===== config.mk =====
export PLATFORM = sky130hd
export DESIGN_NAME = dht11_read_scheduler
export DESIGN_NICKNAME = d
export VERILOG_FILES = /design/src/rtl/dht11_read_scheduler.sv
export SDC_FILE = /design/constraint.sdc
export NUM_CORES = 1
export LEC_CHECK = 0
export ABC_AREA = 1
export BUFFER_PORTS_ARGS = -buffer_cell sky130_fd_sc_hd__buf_4
export CAP_MARGIN = 20
export CORE_ASPECT_RATIO = 1.25
export CORE_MARGIN = 5
export CORE_UTILIZATION = 28
export DETAILED_ROUTE_END_ITERATION = 16
export MAX_ROUTING_LAYER = met4
export SYNTH_ARGS = -nofsm -noshare
export SYNTH_HDL_FRONTEND = slang
export SYNTH_SLANG_ARGS = --single-unit

===== constraint.sdc =====
create_clock -name clk -period 3.56 [get_ports clk]
set_input_delay 0.712 -clock clk [delete_from_list [all_inputs] [get_ports clk]]
set_output_delay 0.712 -clock clk [all_outputs]
set_load 0.05 [all_outputs]

===== src/rtl/dht11_read_scheduler.sv =====
// -----------------------------------------------------------------------------
// dht11_read_scheduler
//
// Sits between the host command decoder and a DHT11 single-wire reader, on the
// reader's clock. Accepts one read request at a time, spaces start strobes by
// at least MIN_GAP_CYC cycles, holds the reader's start strobe for START_HOLD
// cycles, waits up to TIMEOUT_CYC cycles for the reader's done pulse, retries
// up to MAX_RETRY extra times on checksum error or timeout, and then returns a
// single response carrying the last captured frame and a status code.
//
// Ports
//   clk        in   clock (same clock as the reader)
//   rst        in   asynchronous, active-high reset
//   req        in   host read request (level, sampled only while req_ready=1)
//   req_ready  out  high while idle and able to take a request
//   busy       out  inverse of req_ready
//   rsp_valid  out  one-cycle response strobe
//   rsp_status out  00 ok, 01 checksum error, 10 timeout (held between responses)
//   rsp_data   out  last captured frame {hum_i, hum_d, temp_i, temp_d, sum}
//   dht_start  out  start strobe to the reader
//   dht_done   in   reader completion pulse (one cycle)
//   dht_error  in   reader checksum-mismatch flag, valid with dht_done
//   dht_data   in   reader frame, valid with dht_done
// -----------------------------------------------------------------------------
module dht11_read_scheduler #(
   parameter int MIN_GAP_CYC = 2_000_000,
   parameter int TIMEOUT_CYC = 100_000,
   parameter int START_HOLD  = 4,
   parameter int MAX_RETRY   = 2
) (
   input  logic        clk,
   input  logic        rst,
   input  logic        req,
   output logic        req_ready,
   output logic        busy,
   output logic        rsp_valid,
   output logic [1:0]  rsp_status,
   output logic [39:0] rsp_data,
   output logic        dht_start,
   input  logic        dht_done,
   input  logic        dht_error,
   input  logic [39:0] dht_data
);

   localparam int GAP_W  = $clog2(MIN_GAP_CYC + 1);
   localparam int WAIT_W = $clog2(TIMEOUT_CYC + 1);
   localparam int HOLD_W = $clog2(START_HOLD + 1);
   localparam int RTRY_W = (MAX_RETRY > 0) ? $clog2(MAX_RETRY + 1) : 1;

   localparam logic [GAP_W-1:0]  GAP_MAX   = GAP_W'(MIN_GAP_CYC);
   localparam logic [WAIT_W-1:0] WAIT_LAST = WAIT_W'(TIMEOUT_CYC - 1);
   localparam logic [HOLD_W-1:0] HOLD_LAST = HOLD_W'(START_HOLD - 1);
   localparam logic [RTRY_W-1:0] RTRY_MAX  = RTRY_W'(MAX_RETRY);

   localparam logic [1:0] ST_OK  = 2'b00;
   localparam logic [1:0] ST_CRC = 2'b01;
   localparam logic [1:0] ST_TMO = 2'b10;

   typedef enum logic [2:0] {
      S_IDLE  = 3'd0,
      S_GAP   = 3'd1,
      S_START = 3'd2,
      S_WAIT  = 3'd3,
      S_EVAL  = 3'd4,
      S_RESP  = 3'd5
   } state_t;

   state_t              state_q, state_d;
   logic [GAP_W-1:0]    gap_cnt_q, gap_cnt_d;
   logic [HOLD_W-1:0]   hold_cnt_q, hold_cnt_d;
   logic [WAIT_W-1:0]   wait_cnt_q, wait_cnt_d;
   logic [RTRY_W-1:0]   retry_cnt_q, retry_cnt_d;
   logic                err_q, err_d;
   logic                tmo_q, tmo_d;
   logic [1:0]          rsp_status_q, rsp_status_d;
   logic [39:0]         rsp_data_q, rsp_data_d;
   logic                dht_start_q, dht_start_d;
   logic                rsp_valid_q, rsp_valid_d;

   always_ff @(posedge clk or posedge rst) begin
      if (rst) begin
         state_q      <= S_IDLE;
         gap_cnt_q    <= '0;
         hold_cnt_q   <= '0;
         wait_cnt_q   <= '0;
         retry_cnt_q  <= '0;
         err_q        <= 1'b0;
         tmo_q        <= 1'b0;
         rsp_status_q <= ST_OK;
         rsp_data_q   <= '0;
         dht_start_q  <= 1'b0;
         rsp_valid_q  <= 1'b0;
      end else begin
         state_q      <= state_d;
         gap_cnt_q    <= gap_cnt_d;
         hold_cnt_q   <= hold_cnt_d;
         wait_cnt_q   <= wait_cnt_d;
         retry_cnt_q  <= retry_cnt_d;
         err_q        <= err_d;
         tmo_q        <= tmo_d;
         rsp_status_q <= rsp_status_d;
         rsp_data_q   <= rsp_data_d;
         dht_start_q  <= dht_start_d;
         rsp_valid_q  <= rsp_valid_d;
      end
   end

   always_comb begin
      state_d      = state_q;
      hold_cnt_d   = hold_cnt_q;
      wait_cnt_d   = wait_cnt_q;
      retry_cnt_d  = retry_cnt_q;
      err_d        = err_q;
      tmo_d        = tmo_q;
      rsp_status_d = rsp_status_q;
      rsp_data_d   = rsp_data_q;

      // Gap counter runs in every state and saturates; it starts from zero
      // out of reset so the sensor also gets its power-up settle time.
      if (gap_cnt_q != GAP_MAX) begin
         gap_cnt_d = gap_cnt_q + GAP_W'(1);
      end else begin
         gap_cnt_d = gap_cnt_q;
      end

      case (state_q)
         S_IDLE: begin
            if (req) begin
               retry_cnt_d = '0;
               state_d     = S_GAP;
            end
         end

         S_GAP: begin
            if (gap_cnt_q >= GAP_MAX) begin
               gap_cnt_d  = '0;
               hold_cnt_d = '0;
               state_d    = S_START;
            end
         end

         S_START: begin
            // Held at zero for the whole strobe so the gap is measured from
            // the end of the strobe: rising edges end up at least
            // MIN_GAP_CYC + START_HOLD cycles apart.
            gap_cnt_d = '0;
            if (hold_cnt_q == HOLD_LAST) begin
               wait_cnt_d = '0;
               state_d    = S_WAIT;
            end else begin
               hold_cnt_d = hold_cnt_q + HOLD_W'(1);
            end
         end

         S_WAIT: begin
            // A done pulse in the last timeout cycle still counts as done.
            if (dht_done) begin
               rsp_data_d = dht_data;
               err_d      = dht_error;
               tmo_d      = 1'b0;
               state_d    = S_EVAL;
            end else if (wait_cnt_q == WAIT_LAST) begin
               err_d   = 1'b0;
               tmo_d   = 1'b1;
               state_d = S_EVAL;
            end else begin
               wait_cnt_d = wait_cnt_q + WAIT_W'(1);
            end
         end

         S_EVAL: begin
            if (!err_q && !tmo_q) begin
               rsp_status_d = ST_OK;
               state_d      = S_RESP;
            end else if (retry_cnt_q < RTRY_MAX) begin
               retry_cnt_d = retry_cnt_q + RTRY_W'(1);
               state_d     = S_GAP;
            end else begin
               rsp_status_d = tmo_q ? ST_TMO : ST_CRC;
               state_d      = S_RESP;
            end
         end

         S_RESP: begin
            state_d = S_IDLE;
         end

         default: begin
            state_d = S_IDLE;
         end
      endcase

      // Strobes are registered decodes of the next state so they line up
      // exactly with the START and RESP state cycles.
      dht_start_d = (state_d == S_START);
      rsp_valid_d = (state_d == S_RESP);
   end

   assign req_ready  = (state_q == S_IDLE);
   assign busy       = ~req_ready;
   assign rsp_valid  = rsp_valid_q;
   assign rsp_status = rsp_status_q;
   assign rsp_data   = rsp_data_q;
   assign dht_start  = dht_start_q;

endmodule

==> results of run 1 <==
==> path summary, 6_finish.rpt <==
check | from | endpoint | cells past startpoint
worst max-delay path | state_q[0] | busy | 5
worst min-delay path | hold_cnt_q[2] | hold_cnt_q[2] | 2
worst max register to register | state_q[2] | wait_cnt_q[0] | 7
worst min register to register | hold_cnt_q[2] | hold_cnt_q[2] | 2
max in group asynchronous | rst | wait_cnt_q[0] | 3
min in group asynchronous | rst | rsp_data[6] | 2
==> sequential cells by signal, indices dropped and copies added, names as in the netlist <==
| register | flops |
|---|---|
| dht_start | 1 |
| err_q | 1 |
| gap_cnt_q | 21 |
| hold_cnt_q | 3 |
| retry_cnt_q | 2 |
| rsp_data | 40 |
| rsp_status | 2 |
| rsp_valid | 1 |
| state_q | 3 |
| tmo_q | 1 |
| wait_cnt_q | 17 |
==> cell type report <==
type,instances,area [um^2]
timing repair buffer,93,711
clock inverter,6,95.1
sequential,92,2300
fill,1722,10400
clock buffer,10,229
inverter,55,209
tap,216,270
multi-input combinational,350,2050
==> power by group <==
| group | internal, W | switching [W] | leakage (nW) |
|---|---|---|---|
| Sequential | 0.00105 | 0.00000154 | 1.26 |
| Combinational | 0.0000419 | 0.0000523 | 1.59 |
| Clock | 0.000623 | 0.000422 | 0.151 |
==> routing by layer <==
layer / track usage / up-vias / part of all wire
met1: 0.126 / 1675 / 0.44
met2: 0.185 / 65 / 0.50
met3: 0.0269 / 15 / 0.038
met4: 0.0403 / 0 / 0.018
met5: - / - / 0
li1: - / 1829 / -
==> logic make-up (layout without fill, tap and decap cells) <==
kind of cell | after synthesis | after routing | share of synthesized area
fa+ha+maj | 5 | 5 | 0.0134
simple gates | 255 | 255 | 0.237
buf+inv | 66 | 164 | 0.0658
mux | 40 | 40 | 0.121
xor+xnor | 15 | 15 | 0.0282
compound gates | 35 | 35 | 0.0413
flops | 92 | 92 | 0.494
==> worst register-to-register path: cells and delay by family (launching register included) <==
kind            cells  cell delay (ns)
simple gates        5             1.38
buf+inv             1             0.07
compound gates      1             0.11
flops               1             0.42
==> layout by cell type (no fill, tap or decap) <==
| cell type | synthesis | routed |
|---|---|---|
| a21boi_0 | 1 | 1 |
| a21o_1 | 1 | 1 |
| a21oi_1 | 3 | 3 |
| a22o_1 | 1 | 1 |
| buf_12 | 0 | 1 |
| buf_4 | 3 | 92 |
| bufinv_16 | 0 | 2 |
| clkbuf_1 | 0 | 1 |
| clkbuf_16 | 0 | 9 |
| clkinvlp_4 | 0 | 2 |
| dfrtp_1 | 92 | 92 |
| ha_1 | 5 | 5 |
| inv_1 | 54 | 53 |
| inv_2 | 1 | 1 |
| inv_4 | 0 | 1 |
| inv_6 | 0 | 1 |
| inv_8 | 0 | 1 |
| mux2_1 | 9 | 9 |
| mux2_2 | 1 | 1 |
| mux2_4 | 30 | 30 |
| nand2_1 | 112 | 112 |
| nand2_4 | 1 | 1 |
| nand3_1 | 40 | 40 |
| nand3_2 | 1 | 1 |
| nand3b_1 | 1 | 1 |
| nand4_1 | 16 | 16 |
| nor2_1 | 70 | 70 |
| nor2_2 | 2 | 2 |
| nor2_4 | 1 | 1 |
| nor3_1 | 5 | 5 |
| nor3_2 | 1 | 1 |
| o21ai_0 | 6 | 6 |
| o21ai_1 | 19 | 19 |
| o21bai_1 | 3 | 3 |
| o22ai_1 | 1 | 1 |
| or2_2 | 5 | 5 |
| xnor2_1 | 2 | 2 |
| xor2_1 | 13 | 13 |
==> through the flow <==
| step | hold WS (ns) | area, um^2 | util |
|---|---|---|---|
| after floorplan | 0.442 | 4660 | - |
| after global placement | 0.456 | 5540 | 0.341 |
| after detailed placement | 0.460 | 5540 | 0.341 |
| after CTS | 0.476 | 5870 | 0.361 |
| after global routing | 0.519 | 5870 | 0.361 |
| final | 0.472 | 5870 | 0.361 |
==> summary.txt, run 1 <==
Run status
  • Run status: finished clean

GRT
  • Global-route wire length before repair: 17,100 um
  • Via count of the first global-routing pass: 3,515
  • Gr ovfl total: 0
  • Gr usage total: 0.109
  • Largest net degree at the start of global routing: 60
  • Initial antenna violation count: 0

STA
  • RSZ-0062 raised after global routing: false
  • Fin worst setup slack: 1.38 ns
  • Fin. max-slew vios: 0
  • Peak Freq: around 0.46 GHz
  • Final setup fails: 0
  • Final clock skew: 0.00883 ns
  • Measured slew at the worst slew-check pin: 0.740 ns
  • Final min period: ~2.2 ns
  • Setup tns final: 0 ns
  • Tcrit/Tclk final: 0.612
  • Slew headroom: 0.507
  • Final Hold Fails: 0

Finish
  • Synth-to-layout area growth: 25.9%
  • Final Net Count: 651
  • Final Instance Count excl. Fillers: 822
  • Fraction of layout cells with a size suffix above 1: 0.251
  • Diode count: 0

Floorplanning
  • Initial core utilization: 0.287
  • Die ar.: about 19,000 um^2
  • Row Count: 52
  • Die width: approximately 130 um
  • I/O pins: 91
  • Die Y: about 150 um
  • Core area: 16,300 um^2

Clock network
  • CTS H-Tree Depth: 3
  • CTS Buf Count: 9
  • Post-CTS setup buffer count: 0
  • Clk sinks: 92
  • Root buf cell: clkbuf_16
  • Post_cts resized: 0
  • Post-CTS Hold Buffers: 0
  • CTS Buffer Depth: 2
  • TritonCTS clock tree: done
  • Worst-path clk slew: 0.07 ns
  • Clock Latency Late Sink: 0.35 ns

Synthesis
  • Seq/Total Area, Yosys: 0.494
  • Post-Synthesis Cells: around 510
  • Seq cells post-synth: between 90 and 100
  • Top cells by area, synth: dfrtp_1 (49%), mux2_4 (9.7%), nand2_1 (9.0%)
  • Netlist cell types: 32
  • Async S/R FF share, synth: 1.00
  • Commonest cells post-synth: nand2_1 (112), dfrtp_1 (92), nor2_1 (70), inv_1 (54), nand3_1 (40)
  • Post-Syn Nets: 558
  • Post-synth EDFFs: 0
  • Main synth FF type: dfrtp_1
  • Avg Synthesized Cell Area: 9.17 um^2
  • Most frequent cell after synthesis: nand2_1
  • Mapped cell area: around 4700 um^2
  • Ys Warns: 0
  • Synth top area share: 0.494
  • Cell accounting for the most synthesized area: dfrtp_1

Pwr
  • Leakage power: 3.00 nW
  • VDD IR-drop max: ~0.25 mV
  • Pwr Density: roughly 370 nW/um^2
  • Pwr Total: 0.00219 W

Placed design
  • Pre-CTS setup slack: approximately 1.5 ns
  • DPL Wire Length: 7560 um
  • # port buffers: 90
  • Gpl congestion: 0.876
  • Post-Place Cells: 806

Worst setup path
  • Worst setup EP type: output pin
  • Cell Chain, Critical Path: inv_1, nand2_1, nor2_1, inv_1, buf_4
  • Startpoint Class: flop
  • Crit path largest cell delay: 0.36 ns
  • Buf+Inv Stages, Crit Path: 3
  • Slowest CP cell: dfrtp_1
  • Worst Path Required: 2.85 ns
  • CP arrival: 1.47 ns
  • Crit path top cell by count: inv_1
  • Crit-path max FO: 4
  • Setup CP Type: reg -> out
  • Delay-heaviest family, CP: buffers and inverters
  • R2R Setup Slk: 1.49 ns

Routing
  • DR DRC count: 0
  • DR iter-0 viols: 104
  • Post-DR wirelength/cell: 12.6 um
  • Drt first pass iters: 4
  • Via density: about 4.4
  • Final WL: 10,400 um
  • Vias: 3,584
  • Final ANT Viol Nets: 0

Hold path
  • Min-Delay Path Class: reg -> reg

Job
  • Max cap viols: 0
Power figures use the tool's default switching activity.
==> inputs of run 2 (changes only) <==
--- a/config.mk
+++ b/config.mk
@@ -5,7 +5,7 @@
 export SDC_FILE = /design/constraint.sdc
 export NUM_CORES = 1
 export LEC_CHECK = 0
-export ABC_AREA = 1
+export ABC_AREA = 0
 export BUFFER_PORTS_ARGS = -buffer_cell sky130_fd_sc_hd__buf_4
 export CAP_MARGIN = 20
 export CORE_ASPECT_RATIO = 1.25
==> constraint.sdc (replaced) <==
create_clock -name clk -period 1.9 [get_ports clk]
set_input_delay 0.38 -clock clk [delete_from_list [all_inputs] [get_ports clk]]
set_output_delay 0.38 -clock clk [all_outputs]
set_load 0.05 [all_outputs]
==> summary.txt, run 2 <==
STA
  • Final setup fails: 14 (+14)
  • Slew headroom: 0.601 (+0.0944)
  • Final clock skew: 0.00707 ns (-0.00176 ns)
  • Tcrit/Tclk final: 1.07
  • Peak Freq: 0.491 GHz
  • Final min period: 2.04 ns
  • Measured slew at the worst slew-check pin: 0.595 ns (-0.144 ns)
  • Fin. max-slew vios: 0 (unchanged)
  • Final Hold Fails: 0 (unchanged)
  • RSZ-0062 raised after global routing: true
  • Hold WS: 0.134 ns (-0.337 ns)
  • Fin worst setup slack: -0.137 ns (-1.52 ns)

Synthesis
  • Cell accounting for the most synthesized area: dfrtp_1
  • Avg Synthesized Cell Area: 11.3 um^2 (+24%)
  • Seq/Total Area, Yosys: 0.552 (+0.0578)
  • Seq cells post-synth: 92 (unchanged)
  • Post-Synthesis Cells: 368 (-28%)
  • Synth top area share: 0.552 (+0.0578)
  • Ys Warns: 0 (unchanged)
  • Post-synth EDFFs: 0 (unchanged)
  • Async S/R FF share, synth: 1.00 (unchanged)
  • Main synth FF type: dfrtp_1
  • Netlist cell types: 46 (+44%)
  • Commonest cells post-synth: dfrtp_1 (92), nor2_1 (44), mux2_2 (41), nand2_1 (25), xor2_1 (17)
  • Top cells by area, synth: dfrtp_1 (55%), mux2_2 (11%), nor2_1 (4.0%)
  • Post-Syn Nets: 418 (-25%)
  • Most frequent cell after synthesis: dfrtp_1
  • Mapped cell area: 4170 um^2 (-10%)

GRT
  • Initial antenna violation count: 0 (unchanged)
  • Largest net degree at the start of global routing: 63 (+5.0%)
  • Via count of the first global-routing pass: 3,365 (-4.3%)
  • Global-route wire length before repair: 16,600 um (-3.2%)
  • Gr usage total: 0.119 (+0.00941)
  • Gr ovfl total: 0 (unchanged)

Clock network
  • Clock Latency Late Sink: 0.34 ns (about the same)
  • Post-CTS Hold Buffers: 0 (unchanged)
  • CTS Buf Count: 9 (unchanged)
  • TritonCTS clock tree: done
  • CTS Buffer Depth: 2 (unchanged)
  • Root buf cell: clkbuf_16
  • Worst-path clk slew: 0.06 ns (about the same)
  • Clk sinks: 92 (unchanged)
  • CTS H-Tree Depth: 3 (unchanged)

Job
  • Max cap viols: 0 (unchanged)

Routing
  • Drt first pass iters: 4 (unchanged)
  • Uppermost layer routed: met4
  • DR iter-0 viols: 184 (+77%)
  • Met1 Wirelength: 3890 um (-15%)
  • Post-DR wirelength/cell: 14.6 um (+16%)
  • Met3 WL: 342 um (-12%)
  • DR DRC count: 0 (unchanged)
  • Vias: 3,197 (-11%)
  • Final ANT Viol Nets: 0 (unchanged)
  • Via density: 4.67 (+7.0%)
  • Met2 wire len: 5670 um (+8.9%)
  • Final WL: 10,000 um (-3.1%)

Finish
  • Most common cell after layout, fill and taps aside: buf_4
  • Diode count: 0 (unchanged)
  • Fraction of layout cells with a size suffix above 1: 0.425 (+0.175)
  • Final core occ: 0.391 (+0.0299)
  • Max reg flops: 40 (unchanged)
  • Most frequent cells in the layout: buf_4 (127), dfrtp_1 (91), nor2_1 (44)
  • Finished Cell Area: 5790 um^2 (-1.3%)
  • Filler Cell Count: 1,443 (-16%)
  • Synth-to-layout area growth: 38.8%
  • Final Net Count: 549 (-16%)

Worst setup path
  • Startpoint Class: flop
  • Setup CP Type: reg -> reg
  • Worst Path Required: 2.12 ns (-0.73 ns)
  • Worst setup EP type: flop
  • CP arrival: 2.25 ns (+0.78 ns)
  • Crit-path max FO: 5 (+1)

Run status
  • Run status: complete, but fails checks
  • Violated checks: negative setup slack

Placed design
  • # port buffers: 90 (unchanged)
  • DPL Wire Length: 7350 um (-2.9%)
  • Gpl congestion: 0.818 (-6.6%)
  • Post-DP Area: 5350 um^2 (-3.5%)
  • Pre-CTS setup slack: -0.139 ns (-1.62 ns)

Floorplanning
  • Die ar.: 17,500 um^2 (-9.7%)
  • Row Count: 50 (-3.8%)
  • Die Y: 146 um (-5.0%)
  • Initial core utilization: 0.281 (-0.00510)
  • Die width: 119 um (-4.9%)
  • I/O pins: 91 (unchanged)
  • Core area: 14,800 um^2 (-8.8%)

Pwr
  • Pwr Total: 0.00398 W (+82%)
  • Leakage power: 2.78 nW (-7.1%)
  • VDD IR-drop max: 0.396 mV (+59%)
  • Pwr Density: 688 nW/um^2 (+84%)

Hold path
  • Min-Delay Path Class: in -> async
-- run 2: worst paths after layout --
kind	start	endpoint	slack, ns	depth (start not counted)
min in group clk	dht_data[7]	rsp_data[7]	0.27	2
max reg2reg	wait_cnt_q[0]	wait_cnt_q[5]	-0.14	8
max in group asynchronous	rst	rsp_data[35]	1.44	3
min reg2reg	rsp_status[0]	rsp_status[0]	0.49	2
min	rst	rsp_data[22]	0.13	3
max	wait_cnt_q[0]	wait_cnt_q[5]	-0.14	8
-- run 2: metal layers --
metal,track usage,up-vias
li1,-,1555
met1,0.131,1582
met2,0.212,48
met3,0.0275,12
met4,0.0365,0
met5,-,-
-- run 2: logic make-up (layout without fill, tap and decap cells) --
logic type,Yosys count,after routing,share of synthesized area
simple gates,135,135,0.166
xor+xnor,28,28,0.0588
fa+ha+maj,5,5,0.0150
buf+inv,25,160,0.0264
compound gates,41,41,0.0693
flops,92,92,0.552
mux,42,42,0.113
-- run 2: cell type report --
type,count,area [um^2],share of cell area
well taps,182,228,0.0393
clock buffers,10,229,0.0395
flip-flops and latches,92,2300,0.398
clock inverters,5,85.1,0.0147
multi-input cells,251,1840,0.318
repair buffers,133,1050,0.181
inverters,12,52.6,0.00907
-- run 2: worst max-delay path, stage by stage (launching register included) --
cell      delay, ns
dfrtp_1        0.36
ha_2           0.18
or4b_4         0.49
o41ai_4        0.28
buf_4          0.18
buf_4          0.13
a211oi_2       0.07
xnor2_1        0.18
nor2_1         0.06
-- run 2: where the power goes --
part           internal, W  switching, W
clock              0.00115      0.000730
sequential         0.00196             0
combinational    0.0000788     0.0000647
-- run 2: repair_timing --
action	CTS	global route
endpoints found under the setup margin	16	41
pin swaps	3	5
gates cloned	0	0
buffers inserted	1	4
gates resized for setup	10	16
-- run 2: per-stage QoR --
step	TNS [ns]	instances
2_1_floorplan	-1.51	368
3_3_place_gp	-0.779	666
3_5_place_dp	-1.32	666
4_1_cts	-1.32	681
5_1_grt	-2.18	685
6_report	-1.22	685
==> inputs of run 3 (changes only) <==
--- a/config.mk
+++ b/config.mk
@@ -11,7 +11,9 @@
 export CORE_ASPECT_RATIO = 1.25
 export CORE_MARGIN = 5
 export CORE_UTILIZATION = 28
+export CTS_BUF_LIST = sky130_fd_sc_hd__clkbuf_4 sky130_fd_sc_hd__clkbuf_8 sky130_fd_sc_hd__clkbuf_16
 export DETAILED_ROUTE_END_ITERATION = 16
+export GPL_ROUTABILITY_DRIVEN = 0
 export MAX_ROUTING_LAYER = met4
 export SYNTH_ARGS = -nofsm -noshare
 export SYNTH_HDL_FRONTEND = slang
==> constraint.sdc (replaced) <==
create_clock -name clk -period 2.5 [get_ports clk]
set_input_delay 0.5 -clock clk [delete_from_list [all_inputs] [get_ports clk]]
set_output_delay 0.5 -clock clk [all_outputs]
set_load 0.05 [all_outputs]
==> summary.txt, run 3 (synthesis gave the netlist of run 2 again) <==
STA
  • Final min period: 2.24 ns (+0.204 ns)
  • Final Hold Fails: 0 (unchanged)
  • Tcrit/Tclk final: 0.896 (-0.176)
  • RSZ-0062 raised after global routing: false
  • Measured slew at the worst slew-check pin: 0.600 ns (+0.00422 ns)
  • Fin worst setup slack: 0.259 ns (+0.396 ns)
  • Fin. max-slew vios: 0 (unchanged)
  • Slew headroom: 0.598 (-0.00283)
  • Setup tns final: 0 ns (+1.22 ns)
  • Final setup fails: 0 (-14)
  • Peak Freq: 0.446 GHz (-9.1%)
  • Final clock skew: 0.00715 ns (+0.0000774 ns)

Floorplanning
  • Die Y: 146 um (unchanged)
  • Row Count: 50 (unchanged)
  • Die width: 119 um (unchanged)
  • I/O pins: 91 (unchanged)
  • Core area: 14,800 um^2 (unchanged)
  • Die ar.: 17,500 um^2 (unchanged)
  • Initial core utilization: 0.281 (unchanged)

Worst setup path
  • Startpoint Class: flop
  • Worst setup EP type: flop
  • Crit-path max FO: 7 (+2)
  • Worst Path Required: 2.72 ns (+0.60 ns)
  • Setup CP Type: reg -> reg
  • CP arrival: 2.46 ns (+0.21 ns)

Clock network
  • CTS H-Tree Depth: 3 (unchanged)
  • Post_cts resized: 0 (-10)
  • TritonCTS clock tree: done
  • Worst-path clk slew: 0.07 ns (about the same)
  • Post-CTS Hold Buffers: 0 (unchanged)
  • Clock Latency Late Sink: 0.34 ns (about the same)
  • Post-CTS setup buffer count: 0 (-1)
  • CTS Buffer Depth: 2 (unchanged)
  • CTS Buf Count: 9 (unchanged)
  • Root buf cell: clkbuf_16
  • Clk sinks: 92 (unchanged)

Routing
  • Post-DR wirelength/cell: 15.0 um (+2.5%)
  • Final WL: 9820 um (-2.2%)
  • Drt first pass iters: 4 (unchanged)
  • Final ANT Viol Nets: 0 (unchanged)
  • Via density: 4.78 (+2.5%)
  • DR iter-0 viols: 104 (-43%)
  • Vias: 3,128 (-2.2%)
  • DR DRC count: 0 (unchanged)

Pwr
  • Int Power: 0.00229 W (-28%)
  • Leakage power: 2.62 nW (-5.9%)
  • Logic pwr share: 0.034 (-0.002)
  • Reg power frac: 0.509 (+0.017)
  • P_sw: 0.000639 W (-20%)
  • Pwr Density: 541 nW/um^2 (-21%)
  • Clock Power Share: 0.457 (-0.015)
  • Switching share of power: 0.218 (+0.0190)
  • VDD IR-drop max: 0.273 mV (-31%)

Finish
  • Synth-to-layout area growth: 29.5%
  • Fraction of layout cells with a size suffix above 1: 0.356 (-0.0695)
  • Final Net Count: 517 (-5.8%)
  • Final Instance Count excl. Fillers: 654 (-4.5%)
  • Diode count: 0 (unchanged)
  • Most common cell after layout, fill and taps aside: buf_4
  • Filler Cell Count: 1,479 (+2.5%)
  • Multi-input gate area: 1760 um^2 (-4.4%)
  • Max reg flops: 40 (unchanged)
  • Most frequent cells in the layout: buf_4 (100), dfrtp_1 (92), nor2_1 (44)
  • Area taken by flip-flops and latches: 2300 um^2 (about the same)

GRT
  • Gr ovfl total: 0 (unchanged)
  • Largest net degree at the start of global routing: 43 (-32%)
  • Gr usage total: 0.120 (+0.000750)
  • Global-route wire length before repair: 16,400 um (-0.63%)
  • Via count of the first global-routing pass: 3,322 (-1.3%)
  • Initial antenna violation count: 0 (unchanged)

Run status
  • Run status: finished clean

Placed design
  • Pre-CTS setup slack: 0.270 ns (+0.409 ns)
  • DPL Wire Length: 7250 um (-1.4%)
  • # port buffers: 90 (unchanged)
  • Post-Place Cells: 638 (-4.2%)

Job
  • Max cap viols: 0 (unchanged)

Hold path
  • Min-Delay Path Class: in -> async
==> run 3: cell types whose count changed in the layout (fill, tap and decap cells not counted), sizes merged <==
cell,before,now
buf,133,101
clkbuf,10,12
bufinv,2,0
inv,11,12
==> run 3: path summary, 6_finish.rpt <==
path	from	endpoint	slack (ns)	cells past startpoint
worst max-delay path	wait_cnt_q[0]	wait_cnt_q[13]	0.26	6
worst min-delay path	rst	rsp_data[20]	0.22	2
worst max register to register	wait_cnt_q[0]	wait_cnt_q[13]	0.26	6
worst min register to register	hold_cnt_q[0]	hold_cnt_q[0]	0.50	1
max in group asynchronous	rst	rsp_data[13]	1.58	3
min in group clk	dht_data[33]	rsp_data[33]	0.38	2
==> run 3: power by group through the flow <==
stage | Clock (W) | Combinational [W] | Sequential [W]
floorplan | 0 | 0.0000323 | 0.00152
global placement | 0 | 0.000101 | 0.00152
detailed placement | 0 | 0.000104 | 0.00152
CTS | 0.00137 | 0.000104 | 0.00149
global route | 0.00143 | 0.000112 | 0.00149
finish | 0.00134 | 0.000101 | 0.00149
==> run 3: critical path, cell delays in order (launching register included) <==
cell,delay [ns]
dfrtp_1,0.37
ha_1,0.21
or4b_4,0.49
o41ai_4,0.52
and2_4,0.26
or2_2,0.18
o31ai_1,0.09
==> run 3: stage by stage <==
stage	hold slack [ns]	total power (W)	utilization	instance area, um^2
2_1_floorplan	0.466	0.00155	-	4180
4_1_cts	0.222	0.00296	0.364	5400
6_report	0.216	0.00293	0.364	5400
5_1_grt	0.254	0.00303	0.364	5400
3_3_place_gp	0.482	0.00162	0.345	5110
3_5_place_dp	0.493	0.00162	0.345	5110
==> run 3: layout make-up <==
| type | count | area share |
|---|---|---|
| clock inverter | 4 | 0.00602 |
| multi-input combinational | 251 | 0.326 |
| clock buffer | 12 | 0.0482 |
| tap | 182 | 0.0421 |
| sequential | 92 | 0.426 |
| inverter | 12 | 0.00903 |
| timing repair buffer | 101 | 0.143 |
==> run 3: per-layer routing <==
| layer | global-route usage | wire length (um) | up-vias |
|---|---|---|---|
| met4 | 0.0510 | 199 | 0 |
| met3 | 0.0236 | 266 | 12 |
| met1 | 0.132 | 3990 | 1569 |
| met2 | 0.209 | 5360 | 54 |
| li1 | - | - | 1493 |
| met5 | - | 0 | - |
